--- src/rtl/harmonic_sequencer.sv ---
`default_nettype none
// ============================================================================
// Module      : harmonic_sequencer
// Description : Shares one sine ROM across 1x/2x/3x phase accumulators and
//               emits one weighted, saturated harmonic sample per request.
// Revision    : 1.0 - initial release
// ============================================================================
module harmonic_sequencer #(
    parameter int PHASE_W = 20,
    parameter int ADDR_W  = 10
) (
    input  logic               clk,
    input  logic               reset,
    input  logic               play_enable,
    input  logic               generate_next_sample,
    input  logic               note_done,
    input  logic [PHASE_W-1:0] step_size,
    input  logic [1:0]         weight,
    output logic [ADDR_W-1:0]  rom_addr,
    input  logic [15:0]        rom_data,
    output logic               busy,
    output logic [15:0]        harmonic_out,
    output logic               sample_ready
);

    typedef enum logic [2:0] {
        S_IDLE = 3'd0,
        S_RD1  = 3'd1,
        S_RD2  = 3'd2,
        S_RD3  = 3'd3,
        S_CAP  = 3'd4,
        S_DONE = 3'd5
    } state_t;

    state_t             state_q, state_d;
    logic [PHASE_W-1:0] p1_q, p1_d;
    logic [PHASE_W-1:0] p2_q, p2_d;
    logic [PHASE_W-1:0] p3_q, p3_d;
    logic [1:0]         weight_q, weight_d;
    logic [15:0]        s1_q, s1_d;
    logic [15:0]        s2_q, s2_d;
    logic [ADDR_W-1:0]  addr_q, addr_d;
    logic [15:0]        out_q, out_d;

    logic               go;
    logic [PHASE_W-1:0] step2;
    logic [PHASE_W-1:0] step3;
    logic [PHASE_W-1:0] p1_next;
    logic signed [17:0] e1, e2, e3;
    logic signed [17:0] mix_sum;
    logic [15:0]        mix_sat;

    assign go    = generate_next_sample && play_enable && !note_done;
    assign step2 = step_size << 1;
    assign step3 = step_size + step2;
    assign p1_next = p1_q + step_size;

    // The third sample is consumed straight off the ROM bus during CAP.
    assign e1 = {{2{s1_q[15]}}, s1_q};
    assign e2 = {{2{s2_q[15]}}, s2_q};
    assign e3 = {{2{rom_data[15]}}, rom_data};

    always_comb begin
        mix_sum = e1;
        case (weight_q)
            2'd0:    mix_sum = e1;
            2'd1:    mix_sum = (e1 >>> 1) + (e1 >>> 3) + (e2 >>> 2) + (e2 >>> 3);
            default: mix_sum = (e1 >>> 1) + (e1 >>> 3) + (e2 >>> 2) + (e3 >>> 3);
        endcase
    end

    always_comb begin
        if (mix_sum > 18'sd32767) begin
            mix_sat = 16'h7FFF;
        end else if (mix_sum < -18'sd32768) begin
            mix_sat = 16'h8000;
        end else begin
            mix_sat = mix_sum[15:0];
        end
    end

    always_comb begin
        state_d  = state_q;
        p1_d     = p1_q;
        p2_d     = p2_q;
        p3_d     = p3_q;
        weight_d = weight_q;
        s1_d     = s1_q;
        s2_d     = s2_q;
        addr_d   = addr_q;
        out_d    = out_q;
        case (state_q)
            S_IDLE: begin
                if (note_done) begin
                    p1_d = '0;
                    p2_d = '0;
                    p3_d = '0;
                end else if (go) begin
                    p1_d     = p1_next;
                    p2_d     = p2_q + step2;
                    p3_d     = p3_q + step3;
                    weight_d = weight;
                    addr_d   = p1_next[PHASE_W-1 -: ADDR_W];
                    state_d  = S_RD1;
                end
            end
            // Address for the next read is launched one state early so it
            // lines up with the ROM's registered-read latency.
            S_RD1: begin
                addr_d  = p2_q[PHASE_W-1 -: ADDR_W];
                state_d = S_RD2;
            end
            S_RD2: begin
                s1_d    = rom_data;
                addr_d  = p3_q[PHASE_W-1 -: ADDR_W];
                state_d = S_RD3;
            end
            S_RD3: begin
                s2_d    = rom_data;
                state_d = S_CAP;
            end
            S_CAP: begin
                out_d   = mix_sat;
                state_d = S_DONE;
            end
            S_DONE: begin
                state_d = S_IDLE;
            end
            default: begin
                state_d = S_IDLE;
            end
        endcase
    end

    always_ff @(posedge clk) begin
        if (reset) begin
            state_q  <= S_IDLE;
            p1_q     <= '0;
            p2_q     <= '0;
            p3_q     <= '0;
            weight_q <= '0;
            s1_q     <= '0;
            s2_q     <= '0;
            addr_q   <= '0;
            out_q    <= '0;
        end else begin
            state_q  <= state_d;
            p1_q     <= p1_d;
            p2_q     <= p2_d;
            p3_q     <= p3_d;
            weight_q <= weight_d;
            s1_q     <= s1_d;
            s2_q     <= s2_d;
            addr_q   <= addr_d;
            out_q    <= out_d;
        end
    end

    assign rom_addr     = addr_q;
    assign busy         = (state_q != S_IDLE);
    assign sample_ready = (state_q == S_DONE);
    assign harmonic_out = out_q;

endmodule
`default_nettype wire

--- config.mk ---
export PLATFORM = sky130hd
export DESIGN_NAME = harmonic_sequencer
export DESIGN_NICKNAME = d
export VERILOG_FILES = /design/src/rtl/harmonic_sequencer.sv
export SDC_FILE = /design/constraint.sdc
export NUM_CORES = 1
export LEC_CHECK = 0
export ABC_AREA = 0
export CAP_MARGIN = 20
export CORE_UTILIZATION = 43
export DETAILED_ROUTE_END_ITERATION = 10
export PLACE_DENSITY_LB_ADDON = 0.12
export SYNTH_ARGS = -nofsm -noshare
export SYNTH_HDL_FRONTEND = slang
export SYNTH_SLANG_ARGS = --single-unit
--- constraint.sdc ---
create_clock -name clk -period 4.25 [get_ports clk]
set_input_delay 0.85 -clock clk [delete_from_list [all_inputs] [get_ports clk]]
set_output_delay 0.85 -clock clk [all_outputs]
set_load 0.1 [all_outputs]
Word-level counts from Yosys, hierarchy flattened
Index checks and enable logic that the tools add are counted.
- flip-flop bits (word level): 123
- bits of input ports: 43
- output and inout bits: 28
- word-level logic and storage cells: 55
- $add $sub $neg: 8
- $lt $le $gt $ge: 2
- equal/unequal tests: 8
- muxes and demuxes: 15
- bitwise gates (word level): 1
- reduce and logical (&&, ||, !) cells: 12
- operators by type and width (cell ; number):
    20-bit 2-to-1 mux ; 6
    20-bit adder ; 4
    17-bit by 13-bit adder with 18-bit output ; 2
    18-bit one-hot mux with 2 select lines ; 1
    16-bit 2-to-1 mux ; 2
    10-bit one-hot mux with 3 select lines ; 1
    10-bit 2-to-1 mux ; 2
    18-bit by 16-bit > comparator with 1-bit output, second input constant ; 1
    18-bit by 16-bit < comparator with 1-bit output, second input constant ; 1
    16-bit by 14-bit adder with 17-bit output ; 1
    15-bit by 13-bit adder with 16-bit output ; 1
    3-bit one-hot mux with 5 select lines ; 1
    3-bit by 2-bit equality test with 1-bit output, second input constant ; 2
    3-bit equality test, second input constant ; 2
    3-bit 2-to-1 mux ; 2
    3-bit AND reduction ; 2
    3-bit nonzero test ; 2
    2-bit inequality test, second input constant ; 2
    2-bit AND reduction ; 2
    3-bit by 1-bit equality test with 1-bit output, second input constant ; 1
    3-bit logical NOT ; 1
    2-bit by 1-bit equality test with 1-bit output, second input constant ; 1
    1-bit logical AND ; 2
    2-bit logical NOT ; 1
    3 further kinds ; 3

Logic depth before layout (Yosys ltp)
- depth after elaboration: 7
- depth in mapped cells: 24
- mapped depth without buffers: 23

Least setup slack after synthesis
OpenSTA, ideal clock, no wires.
- kind: reg2reg
- start point: register s1_q[2]
- end point: register out_q[13] (netlist: harmonic_out[13])
- setup time: 0.138 ns
- data arrival time: 4.287 ns
- required time: 4.112 ns
- setup slack: -0.175 ns
- stages on the path, launching flop included: 24
- path buffers: 1
- clock period less this slack: 4.425 ns
- cells stage by stage: dfxtp_1 > fa_1 > ha_1 > inv_1 > fa_1 > nor2b_1 > o21ai_1 > a21boi_0 > o21ai_1 > nand2b_1 > a311oi_2 > o21bai_1 > a21oi_1 > xnor2_1 > ha_1 > nand2_1 > a2bb2oi_4 > a31o_1 > a211oi_2 > nand4_1 > nand2b_4 > buf_6 > o211a_1 > nor3_2
- cells in the longest elaborated chain, start to end: 7
- elaborated cells between the ends (all ways): 9
- those cells by class: 4 x add/sub; 2 x order compare; 3 x mux
- ends and longest elaborated chain (what ; RTL line ; RTL):
    start, declared ; 40 ; logic [15:0] s1_q, s1_d;
    start signal, assigned ; 142 ; s1_q <= '0;
    start signal, assigned ; 152 ; s1_q <= s1_d;
    15-bit by 13-bit adder with 16-bit output ; 67, 68 ;
    16-bit by 14-bit adder with 17-bit output ; 67, 68 ;
    17-bit by 13-bit adder with 18-bit output, on equally long branches ; 68, 67 ;
    18-bit one-hot mux with 2 select lines * ; 65 ; case (weight_q)
    18-bit by 16-bit < comparator with 1-bit output ; 75 ; end else if (mix_sum < -18'sd32768) begin
    16-bit 2-to-1 mux ; 75 ;
    16-bit 2-to-1 mux * ; 73 ; if (mix_sum > 18'sd32767) begin
    end signal, assigned ; 155 ; out_q <= out_d;
    end, declared ; 43 ; logic [15:0] out_q, out_d;
Mark *: on every way between the ends. The rest lies on a longest branch, timed or not.
A chain may end at the register's enable or synchronous reset.

Worst setup path in the final report
- start point: register s1_q[2]
- end point: register out_q[14] (netlist: harmonic_out[14])
The elaborated chain is that of the path after synthesis.

==> summary.txt <==
Outcome
  • Status: finished, violations left
  • Failing checks: setup timing

STA
  • Crit path time final: around 4.5 ns
  • Clock skew: 0.00859 ns
  • RSZ-0062 raised after global routing: true
  • Relative slew slack: 29.4%
  • Final hold vios: 0
  • Fmax: between 200 and 250 MHz
  • Slew @ Worst Pin: approximately 1.1 ns
  • Final Hold Slack: 0.454 ns
  • Count of final max-slew check failures: 0
  • Setup_tns: -3.50 ns
  • Period utilisation layout: 106%
  • Final Setup Violations: 15
  • Final WS setup: -0.253 ns

Synthesis
  • Flops & latches, synth: 120
  • Ys flop type: dfxtp_1
  • Syn_nets: 1,290
  • Cells after Synth: 1,122
  • Top area cells in the synthesized netlist: dfxtp_1 (25%), ha_1 (12%), fa_1 (7.8%)
  • Synth area leader: dfxtp_1
  • Netlist cell types: 82
  • Cell Area, Synth: roughly 0.0094 sq mm
  • Yosys top cell area share: 25.4%
  • Seq/Total Area, Yosys: 25.4%
  • Mean Syn Cell Area: 8.42 sq um
  • Commonest cells post-synth: dfxtp_1 (120), nor2_1 (118), nand2_1 (116), a21oi_1 (112), ha_1 (88)
  • Most frequent cell after synthesis: dfxtp_1
  • Yosys warning total: 0
  • Post-synth EDFFs: 0
  • Asr flop ratio synth: 0%

Worst setup path
  • Worst-path cell chain: fa_1 > ha_2 > inv_2 > fa_2 > nor2b_2 > o21ai_2 > a21boi_2 > o21ai_1 > nand2b_1 > a311oi_2 > buf_4 > xnor2_1 > ha_1 > nand3_2 > buf_4 > o311a_1 > o211ai_2 > buf_4 > a31oi_4 > nor2_4 > buf_12 > o211a_1 > nor3_2
  • CP Class: register to register
  • Startpoint types: register
  • CP Capture Type: register
  • Largest stage delay, worst path: 0.55 ns
  • Max FO, Critical Path: 14
  • CP Buf/Inv Count: 5
  • Required @ worst endpoint: 4.52 ns
  • Slowest CP cell: fa_1
  • CP arrival: 4.77 ns
  • Most frequent CP cell: buf_4
  • Crit-path leading delay family: adder cells

Pwr
  • Tot Pwr: 3.89 mW
  • Max VDD drop: 0.178 mV
  • Cell Pwr Density: 335 mW/mm^2
  • Leak: just under 5 nW

Run
  • # Max-Cap Violations: 0

Placement
  • GP Congestion: 0.911
  • Post-place setup slack: -0.475 ns
  • HPWL Detailed: 18,400 um
  • IO buf count: 70

Clocking
  • CTS H-tree lvls: 4
  • Sink Count: 120
  • Bufs on Longest Clock Path: 2
  • TritonCTS clock tree: done
  • Clk_lat worst skew: 0.42 ns
  • Clock transition at path regs: 0.06 ns
  • Clock Root Buffer: clkbuf_16
  • CTS Buf Count: 17
  • Hold buffers post-CTS: 0

GRT
  • Largest net degree at the start of global routing: between 70 and 80
  • Number of global-route vias before repair: 8,071
  • First-pass GRT wire length: 40,400 um
  • Initial antenna violation count: 0
  • Grt ovf: 0
  • Global-route usage over all layers: 23.0%

Floorplan
  • Die ar.: 0.0226 sq mm
  • Core Region: 0.0213 sq mm
  • Initial Util: approximately 44%
  • # IOs: between 70 and 80
  • Std-Cell Rows: 53
  • DIE WIDTH: 150 um
  • Die Ht: about 150 um

Detailed routing
  • WL final: 24,700 um
  • Drt drc: 0
  • Vias: 8,313
  • Vias/cell: 5.42
  • Avg WL per Cell: 16.1 um
  • Initial DRC count: 363
  • DRT Pass-1 Iters: 5
  • Final antenna-violating net count: 0

Finish
  • Layout cell share with drive strength beyond 1: 15.6%
  • Area Overhead vs Synth: 22.8%
  • Fillers: 2,025
  • Final nets: 1,415
  • Antenna Cells: 0

Worst hold path
  • Min-Delay Path Class: register to register
## final cells by class
class	instances	area, sq um	area share, %
Clock buffer	22	474	4.09
Sequential cell	120	2410	20.8
Inverter	43	161	1.39
Tap cell	275	344	2.97
Multi-Input combinational cell	914	6800	58.6
Clock inverter	10	93.8	0.809
Timing Repair Buffer	151	1320	11.4
## path summary, 6_finish.rpt
check              start               end  slack, ns  cells past startpoint
max reg2reg      s1_q[2]  harmonic_out[14]      -0.25                     23
max              s1_q[2]  harmonic_out[14]      -0.25                     23
min reg2reg  rom_addr[0]       rom_addr[0]       0.45                      2
min          rom_addr[0]       rom_addr[0]       0.45                      2
## cells in the final DEF, fill, tap and decap left out, types with 5 or more instances in the layout
cell,synthesis,final
a211oi_1,9,9
a21o_1,24,24
a21oi_1,112,112
a22o_1,6,6
a22oi_1,39,39
a31oi_1,9,8
and2_1,7,7
buf_4,0,82
clkbuf_16,0,17
clkdlybuf4s50_1,0,67
dfxtp_1,120,116
fa_1,37,36
ha_1,88,86
inv_1,43,41
mux2_2,12,12
nand2_1,116,115
nand2b_1,12,12
nand3_1,12,11
nor2_1,118,116
nor2b_1,12,11
nor3_1,32,30
nor3_2,8,10
o211a_1,12,12
o21ai_0,43,39
o21ai_1,15,16
o21ai_2,2,5
o21bai_1,7,7
or2_2,7,7
or3_1,11,11
xnor2_1,45,45
xor2_1,29,29
## power by group
| group | total (mW) | leakage, nW | switching, mW | internal (mW) |
|---|---|---|---|---|
| logic | 1.26 | 3.70 | 0.724 | 0.532 |
| clock network | 1.40 | 0.273 | 0.546 | 0.852 |
| registers | 1.23 | 0.975 | 0.0509 | 1.18 |
## logic make-up after synthesis
kind of cell / count (synthesis) / synth area share, %
DFF: 120 / 25.4
xor gates and xnor gates: 74 / 6.86
buffers and inverters: 89 / 3.72
muxes: 15 / 1.75
adders and majority gates: 125 / 19.5
AOI/OAI and AO/OA: 335 / 24.5
and+or+nand+nor: 364 / 18.2
## metrics by stage
| step | std cells | instance area (sq um) | util (%) |
|---|---|---|---|
| 6_report | 1535 | 11600 | 54.5 |
| 5_1_grt | 1535 | 11600 | 54.5 |
| 4_1_cts | 1533 | 11500 | 54.2 |
| 3_5_place_dp | 1495 | 10900 | 51.1 |
| 3_3_place_gp | 1495 | 10900 | 51.1 |
| 2_1_floorplan | 1122 | 9460 | - |
## flip-flops by register name, summed over array words and instances (netlist names)
signal        flops
rom_addr         10
s2_q             14
weight_q          2
s1_q             16
p2_q             19
harmonic_out     16
p3_q             20
state_q           3
p1_q             20
## per-layer routing
layer / wire length [um] / GRT usage, % / share of wire [%]
met1: 11400 / 29.0 / 46
met2: 12300 / 40.9 / 50
met3: 647 / 3.30 / 2.6
met4: 349 / 5.71 / 1.4
met5: 0 / 0 / 0
## what timing repair did
item | 4_1_cts | 5_1_grt
pin swaps | 20 | 16
resized for setup | 14 | 14
setup buffers | 5 | 2
gates cloned | 1 | 0
endpoints found under the setup margin | 16 | 16
## worst reg2reg max path: cells and delay by family (launching register included)
kind                     cells  cell delay, ns
adder cells (fa/ha/maj)      4            1.45
AO/OA/AOI/OAI                8            1.27
buffers and inverters        5            0.65
AND/OR/NAND/NOR              5            0.54
flip-flops                   1            0.33
XOR/XNOR                     1            0.11
(Power assumes the default switching activity.)
